### config.mk
export PLATFORM = sky130hd
export DESIGN_NAME = instr_prefetch_buffer
export DESIGN_NICKNAME = d
export VERILOG_FILES = /design/src/rtl/instr_prefetch_buffer.sv
export SDC_FILE = /design/constraint.sdc
export NUM_CORES = 1
export LEC_CHECK = 0
export ABC_AREA = 1
export CAP_MARGIN = 20
export CORE_MARGIN = 2
export CORE_UTILIZATION = 25
export DETAILED_ROUTE_END_ITERATION = 12
export GPL_TIMING_DRIVEN = 0
export PLACE_DENSITY_LB_ADDON = 0.05
export SYNTH_ARGS = -nofsm -noshare
export SYNTH_HDL_FRONTEND = slang
export SYNTH_SLANG_ARGS = --single-unit
export TNS_END_PERCENT = 5
### constraint.sdc
create_clock -name clk -period 5.3 [get_ports clk]
set_clock_uncertainty 0.1 [all_clocks]
set_input_delay 1.325 -clock clk [delete_from_list [all_inputs] [get_ports clk]]
set_output_delay 1.325 -clock clk [all_outputs]
set_load 0.02 [all_outputs]
### src/rtl/instr_prefetch_buffer.sv
// Instruction prefetch queue: issues sequential one-cycle-latency reads and
// buffers returned instructions with their PCs for the fetch unit.
module instr_prefetch_buffer #(
    parameter int unsigned DEPTH    = 4,
    parameter int unsigned ADDR_W   = 16,
    parameter int unsigned INSTR_W  = 16,
    parameter int unsigned RESET_PC = 0
) (
    input  logic               clk,
    input  logic               rst,
    input  logic               holt,
    input  logic               redirect_valid,
    input  logic [ADDR_W-1:0]  redirect_pc,
    output logic               imem_req,
    output logic [ADDR_W-1:0]  imem_addr,
    input  logic               imem_rvalid,
    input  logic [INSTR_W-1:0] imem_rdata,
    output logic               ir_valid,
    output logic [INSTR_W-1:0] ir,
    output logic [ADDR_W-1:0]  ir_pc,
    input  logic               ir_ready
);

    localparam int unsigned PTR_W = $clog2(DEPTH);
    localparam int unsigned CNT_W = PTR_W + 1;
    localparam logic [CNT_W:0]    DEPTH_C    = (CNT_W + 1)'(DEPTH);
    localparam logic [ADDR_W-1:0] RESET_ADDR = ADDR_W'(RESET_PC);

    logic [ADDR_W-1:0]  fetch_pc;
    logic [ADDR_W-1:0]  inflight_pc;
    logic               inflight;
    logic [PTR_W-1:0]   head;
    logic [PTR_W-1:0]   tail;
    logic [CNT_W-1:0]   count;
    logic [CNT_W:0]     used;
    logic               push;
    logic               pop;

    logic [INSTR_W-1:0] instr_mem [DEPTH];
    logic [ADDR_W-1:0]  pc_mem    [DEPTH];

    // Credit counts the in-flight read so a returning response always has a slot.
    assign used      = (CNT_W + 1)'(count) + (CNT_W + 1)'(inflight);
    assign imem_req  = !rst && !holt && !redirect_valid && (used < DEPTH_C);
    assign imem_addr = fetch_pc;

    assign push     = !rst && !redirect_valid && imem_rvalid && inflight;
    assign ir_valid = (count != '0);
    assign pop      = ir_valid && ir_ready;

    assign ir    = ir_valid ? instr_mem[head] : '0;
    assign ir_pc = ir_valid ? pc_mem[head]    : '0;

    always_ff @(posedge clk) begin
        if (push) begin
            instr_mem[tail] <= imem_rdata;
            pc_mem[tail]    <= inflight_pc;
        end
    end

    always_ff @(posedge clk) begin
        if (rst) begin
            fetch_pc    <= RESET_ADDR;
            inflight    <= 1'b0;
            inflight_pc <= '0;
            head        <= '0;
            tail        <= '0;
            count       <= '0;
        end else if (redirect_valid) begin
            fetch_pc <= redirect_pc;
            inflight <= 1'b0;
            head     <= '0;
            tail     <= '0;
            count    <= '0;
        end else begin
            inflight <= imem_req;
            if (imem_req) begin
                fetch_pc    <= fetch_pc + ADDR_W'(1);
                inflight_pc <= fetch_pc;
            end
            if (push) begin
                tail <= tail + PTR_W'(1);
            end
            if (pop) begin
                head <= head + PTR_W'(1);
            end
            case ({push, pop})
                2'b10:   count <= count + CNT_W'(1);
                2'b01:   count <= count - CNT_W'(1);
                default: count <= count;
            endcase
        end
    end

endmodule

After elaboration in Yosys (flattened, before gate mapping)
Memory sizes are Yosys's and may differ from the RTL's. A register that Yosys moved wholly into a read port is not among the register bits.
Index checks and enable logic that the tools add are counted.
Storage, ports and cells
  bits in registers: 40
  logic and storage cells: 44
  RAM bits: 128
  memories: 2
  bits of input ports: 38
Memory list
  instr_mem: words 4, width 16, rd ports 1, clocked after Yosys merged registers in 1, write ports 1, RTL line 39  | logic [INSTR_W-1:0] instr_mem [DEPTH];
  pc_mem: words 4, width 16, rd ports 1, clocked after Yosys merged registers in 1, write ports 1, RTL line 40  | logic [ADDR_W-1:0] pc_mem [DEPTH];
Operators by class
  $lt $le $gt $ge: 1
  equality and inequality tests: 2
  bitwise gates (word level): 1
  reductions and logical operators: 15
  multiplexer cells: 11
  add/subtract/negate cells: 6
Operators with widths (count)
  $mux W16: 4
  $add A16 B1 Y16 const B: 1
  $mux W2: 4
  $logic_and A1 B1 Y1: 7
  $pmux W3 S2: 1
  $add A2 B1 Y2 const B: 2
  $add A3 B1 Y4: 1
  $lt A4 B3 Y1 const B: 1
  $reduce_bool A2 Y1: 2
  $add A3 B1 Y3 const B: 1
  $logic_not A1 Y1: 3
  $reduce_bool A3 Y1: 1
  $sub A3 B1 Y3 const B: 1
  $eq A2 B1 Y1 const B: 1
  $eq A2 B2 Y1 const B: 1
  $mux W1: 2
  $reduce_and A2 Y1: 1
  $reduce_or A2 Y1: 1
  $not A1 Y1: 1

Depth between registers and ports, before layout
Gate-level depths: netlist of the first run.
  depth after elaboration: 6
  depth in mapped cells: 10

Worst setup path after synthesis of the first run
OpenSTA, ideal clock, no wires.
  path type: input -> register
  start point: input port redirect_valid
  end point: memory instr_mem[0][0], enable pin
  arrival: 3.120 ns
  cell stages on the path: 4
  setup slack: 1.659 ns
  required time: 4.779 ns
  cell sequence: buf_4 -> nor2_8 -> nand2_1 -> nor2_1
On the way
  longest elaborated chain between the ends: 6
Ends and longest elaborated chain
  from (decl): RTL line 12  | input logic redirect_valid,
  $logic_not A1 Y1: RTL line 47  | assign push = !rst && !redirect_valid && imem_rvalid && inflight;
  $logic_and A1 B1 Y1 (3 in a row): RTL line 47
  $mux W1: RTL line 55  | if (push) begin
  $mux W1 (implied by the code): RTL line 56  | instr_mem[tail] <= imem_rdata;
  to (decl): RTL line 39
Every way passes these cells.

Worst setup path in the final report of the first run
  start point: input port holt
  end point: output port imem_req
On the way
  longest elaborated chain between the ends: 4
Ends and longest elaborated chain
  from (decl): RTL line 11  | input logic holt,
  $logic_not A1 Y1: RTL line 44  | assign imem_req = !rst && !holt && !redirect_valid && (used < DEPTH_C);
  $logic_and A1 B1 Y1 (3 in a row): RTL line 44
  to (decl): RTL line 14  | output logic imem_req,
Every way passes these cells.

==> flow_metrics.py, run 1 <==
metrics = {
    "sta": {
        "hold_viol_final": 0,
        "fin_crit_ps": 4570,
        "max_freq_mhz": 219,
        "whs_ps": 365,
        "worst_slew_pin_slew_ps": 762,
        "relSlewSlack_pct": 49.1,
        "setup-violations-final": 0,
        "slew_viol_final": 0,
        "setup_tns_ps": 0,
        "grt_setup_unrepaired": "no",
        "finalCritPeriodShare_pct": 86.2,
    },
    "critical_path": {
        "slowest_delay_ps": 670,
        "cp-end-kind": "output port",
        "cp_data_required_time_ps": 3880,
        "critPathLaunchType": "primary input",
        "crit_buf_inv": 4,
        "crit_family": "buffers and inverters",
        "critical_path_class": "in -> out",
        "crit_arrival_ps": 3140,
        "cp_max_fo": 10,
        "critPathSlowestCell": "clkdlybuf4s50_1",
        "path_cells": "clkdlybuf4s50_1 > nor2_1 > nand3_4 > clkinv_2 > buf_2 > clkdlybuf4s50_1",
        "crit_top_cell": "clkdlybuf4s50_1",
    },
    "yosys": {
        "ys_ff_latch": 170,
        "synthArstFlopShare_pct": 0,
        "yosysWarnings": 0,
        "netlist_area_mm2": 0.00701,
        "syn_nets": 722,
        "synth_area_per_cell_um2": 10.4,
        "synthDistinctLibCells": 29,
        "ys.flop_type": "edfxtp_1",
        "synth_edf_count": 128,
        "ys_seq_area_share_pct": 66.8,
        "synthCells": 677,
    },
    "clocking": {
        "clock_sinks": 170,
        "clockBufferDepth": 2,
        "hold_buffers": 0,
        "cts.clk_slew.worst_paths_ps": 70,
        "clock_latency_ps": 420,
        "cts_tree": "built",
        "cts_root_buf": "clkbuf_16",
        "htree_levels": 4,
        "cts_resized": 0,
        "post-cts-setup-buffers": 0,
        "cts_buffers": 17,
    },
    "job": {
        "maxCapViolCount": 0,
    },
    "die": {
        "io_pins": 88,
        "initial_utilization_pct": 25.3,
        "die-area_mm2": 0.0294,
        "die_width_um": 171,
        "coreArea_mm2": 0.0277,
        "num_rows": 61,
        "die_h_um": 171,
    },
    "route": {
        "wl_per_cell_um": 16.7,
        "drc_errors": 0,
        "viasPerCell": 4.31,
        "dr.pass1.iters": 4,
        "wl_mm": 19.6,
        "vias": 5072,
        "drtIter0Drc": 312,
        "final_antenna_net_count": 0,
    },
    "final_layout": {
        "n_fill_cell": 2798,
        "nNetsFinal": 830,
        "mostFrequentLayoutCell": "nor2_1",
        "final_cells": 1176,
        "post-route-util_pct": 32.7,
        "ff_latch_area_mm2": 0.00468,
        "area_growth_pct": 29.2,
        "diodes": 0,
        "drive_gt1_share_pct": 7.39,
        "final_cell_mix": "nor2_1 (157), edfxtp_1 (128), o21ai_0 (101)",
        "multi_input_area_mm2": 0.00199,
    },
    "power_and_ir_drop": {
        "p_int_mw": 2.25,
        "leakage_nw": 3.18,
        "p_clk_share_pct": 44.3,
        "pwr-share-seq_pct": 51.1,
        "combPwrFrac_pct": 4.6,
        "p_per_area_mw_per_mm2": 316,
        "p_sw_share_pct": 21.6,
        "totalPowerFinal_mw": 2.87,
        "ir_worst_vdd_mv": 0.145,
        "p_sw_uw": 620,
    },
    "placement": {
        "gp_congestion": 0.755,
        "portBuffers": 85,
        "dpl.cell_count": 1144,
        "hpwlAfterDp_mm": 13.2,
    },
    "status": {
        "status": "completed",
    },
    "hold_path": {
        "hold_class": "reg -> reg",
    },
    "global_routing": {
        "track_usage_pct": 13.7,
        "gr-total-overflow": 0,
        "grt_max_degree": 25,
        "first_global_vias": 5074,
        "antenna_found_initial": 0,
        "grt_pass1_wl_mm": 29.7,
    },
}
-- cells by family after synthesis --
| kind of cell | count (synthesis) | share of synthesized area (%) |
|---|---|---|
| AO/OA/AOI/OAI | 174 | 12.6 |
| XOR/XNOR | 2 | 0.250 |
| adder cells (fa/ha/maj) | 7 | 1.36 |
| buffers and inverters | 85 | 5.16 |
| flip-flops | 170 | 66.8 |
| AND/OR/NAND/NOR | 239 | 13.8 |
-- Yosys cell counts, types with 2 or more instances --
cell type / n / share of area [%]
nand3_1: 19 / 1.4
inv_1: 50 / 2.7
nor2_1: 161 / 8.6
ha_1: 6 / 1.1
buf_2: 9 / 0.64
buf_4: 4 / 0.43
o21ai_1: 2 / 0.14
nand4_1: 2 / 0.18
buf_6: 2 / 0.32
nand2_1: 52 / 2.8
a22oi_1: 2 / 0.21
buf_1: 2 / 0.11
clkbuf_1: 16 / 0.86
o21ai_0: 101 / 7.2
a21oi_1: 67 / 4.8
dfxtp_1: 42 / 12
edfxtp_1: 128 / 55
-- worst register-to-register path, cell delays in order, from the launching register on --
cell	delay (ps)
dfxtp_1	370
nor3_2	560
nor2_1	210
ha_1	230
inv_1	100
fa_1	190
a21oi_1	70
o21ai_0	100
o21ai_0	110
a21oi_1	120
-- final cells by class --
type,instances,area share (%)
sequential,170,51.7
multi-input combinational,422,22.0
timing repair buffer,89,10.4
tap,378,5.22
clock buffer,17,4.70
inverter,52,2.17
clock inverter,15,1.92
buffer,33,1.82
-- power by group through the flow --
stage / logic [mW] / clock network [mW] / registers [mW]
after floorplan: 0.0529 / 0 / 1.50
after global placement: 0.131 / 0 / 1.49
after detailed placement: 0.132 / 0 / 1.49
after CTS: 0.133 / 1.31 / 1.47
after global routing: 0.144 / 1.37 / 1.47
final: 0.131 / 1.27 / 1.47
-- metal layers --
| layer | up-vias | GRT usage, % | wire length [µm] |
|---|---|---|---|
| met5 | - | 0 | 0 |
| met4 | 0 | 3.87 | 221 |
| met3 | 17 | 2.78 | 670 |
| met2 | 106 | 23.0 | 9320 |
| met1 | 2415 | 17.9 | 9390 |
| li1 | 2534 | - | - |
-- sequential cells by signal, indices dropped and copies added (netlist names), named ones only --
register and count:
head 2, tail 2, inflight_pc 16, instr_mem 64, pc_mem 64, inflight 1, count 3, imem_addr 16
-- final timing paths --
path / from / end / slack (ps) / depth (start not counted)
max: holt / imem_req / 730 / 6
min: head[1] / register / 370 / 2
max reg2reg: count[0] / count[2] / 3080 / 9
min reg2reg: head[1] / register / 370 / 2
-- stage by stage --
| step | setup slack, ps | area (µm²) |
|---|---|---|
| 2_1_floorplan | 1660 | 7010 |
| 3_3_place_gp | -223 | 8330 |
| 3_5_place_dp | 717 | 8460 |
| 4_1_cts | 707 | 9060 |
| 5_1_grt | 654 | 9060 |
| 6_report | 734 | 9060 |
Power figures use the tool's default switching activity.
==> run 2, diff against run 1 <==
- CTS_CLUSTER_DIAMETER: default -> 60
- HOLD_SLACK_MARGIN: default -> 0.12
==> results of run 2 <==
Final layout, timing and power as in run 1 (identical DEF).
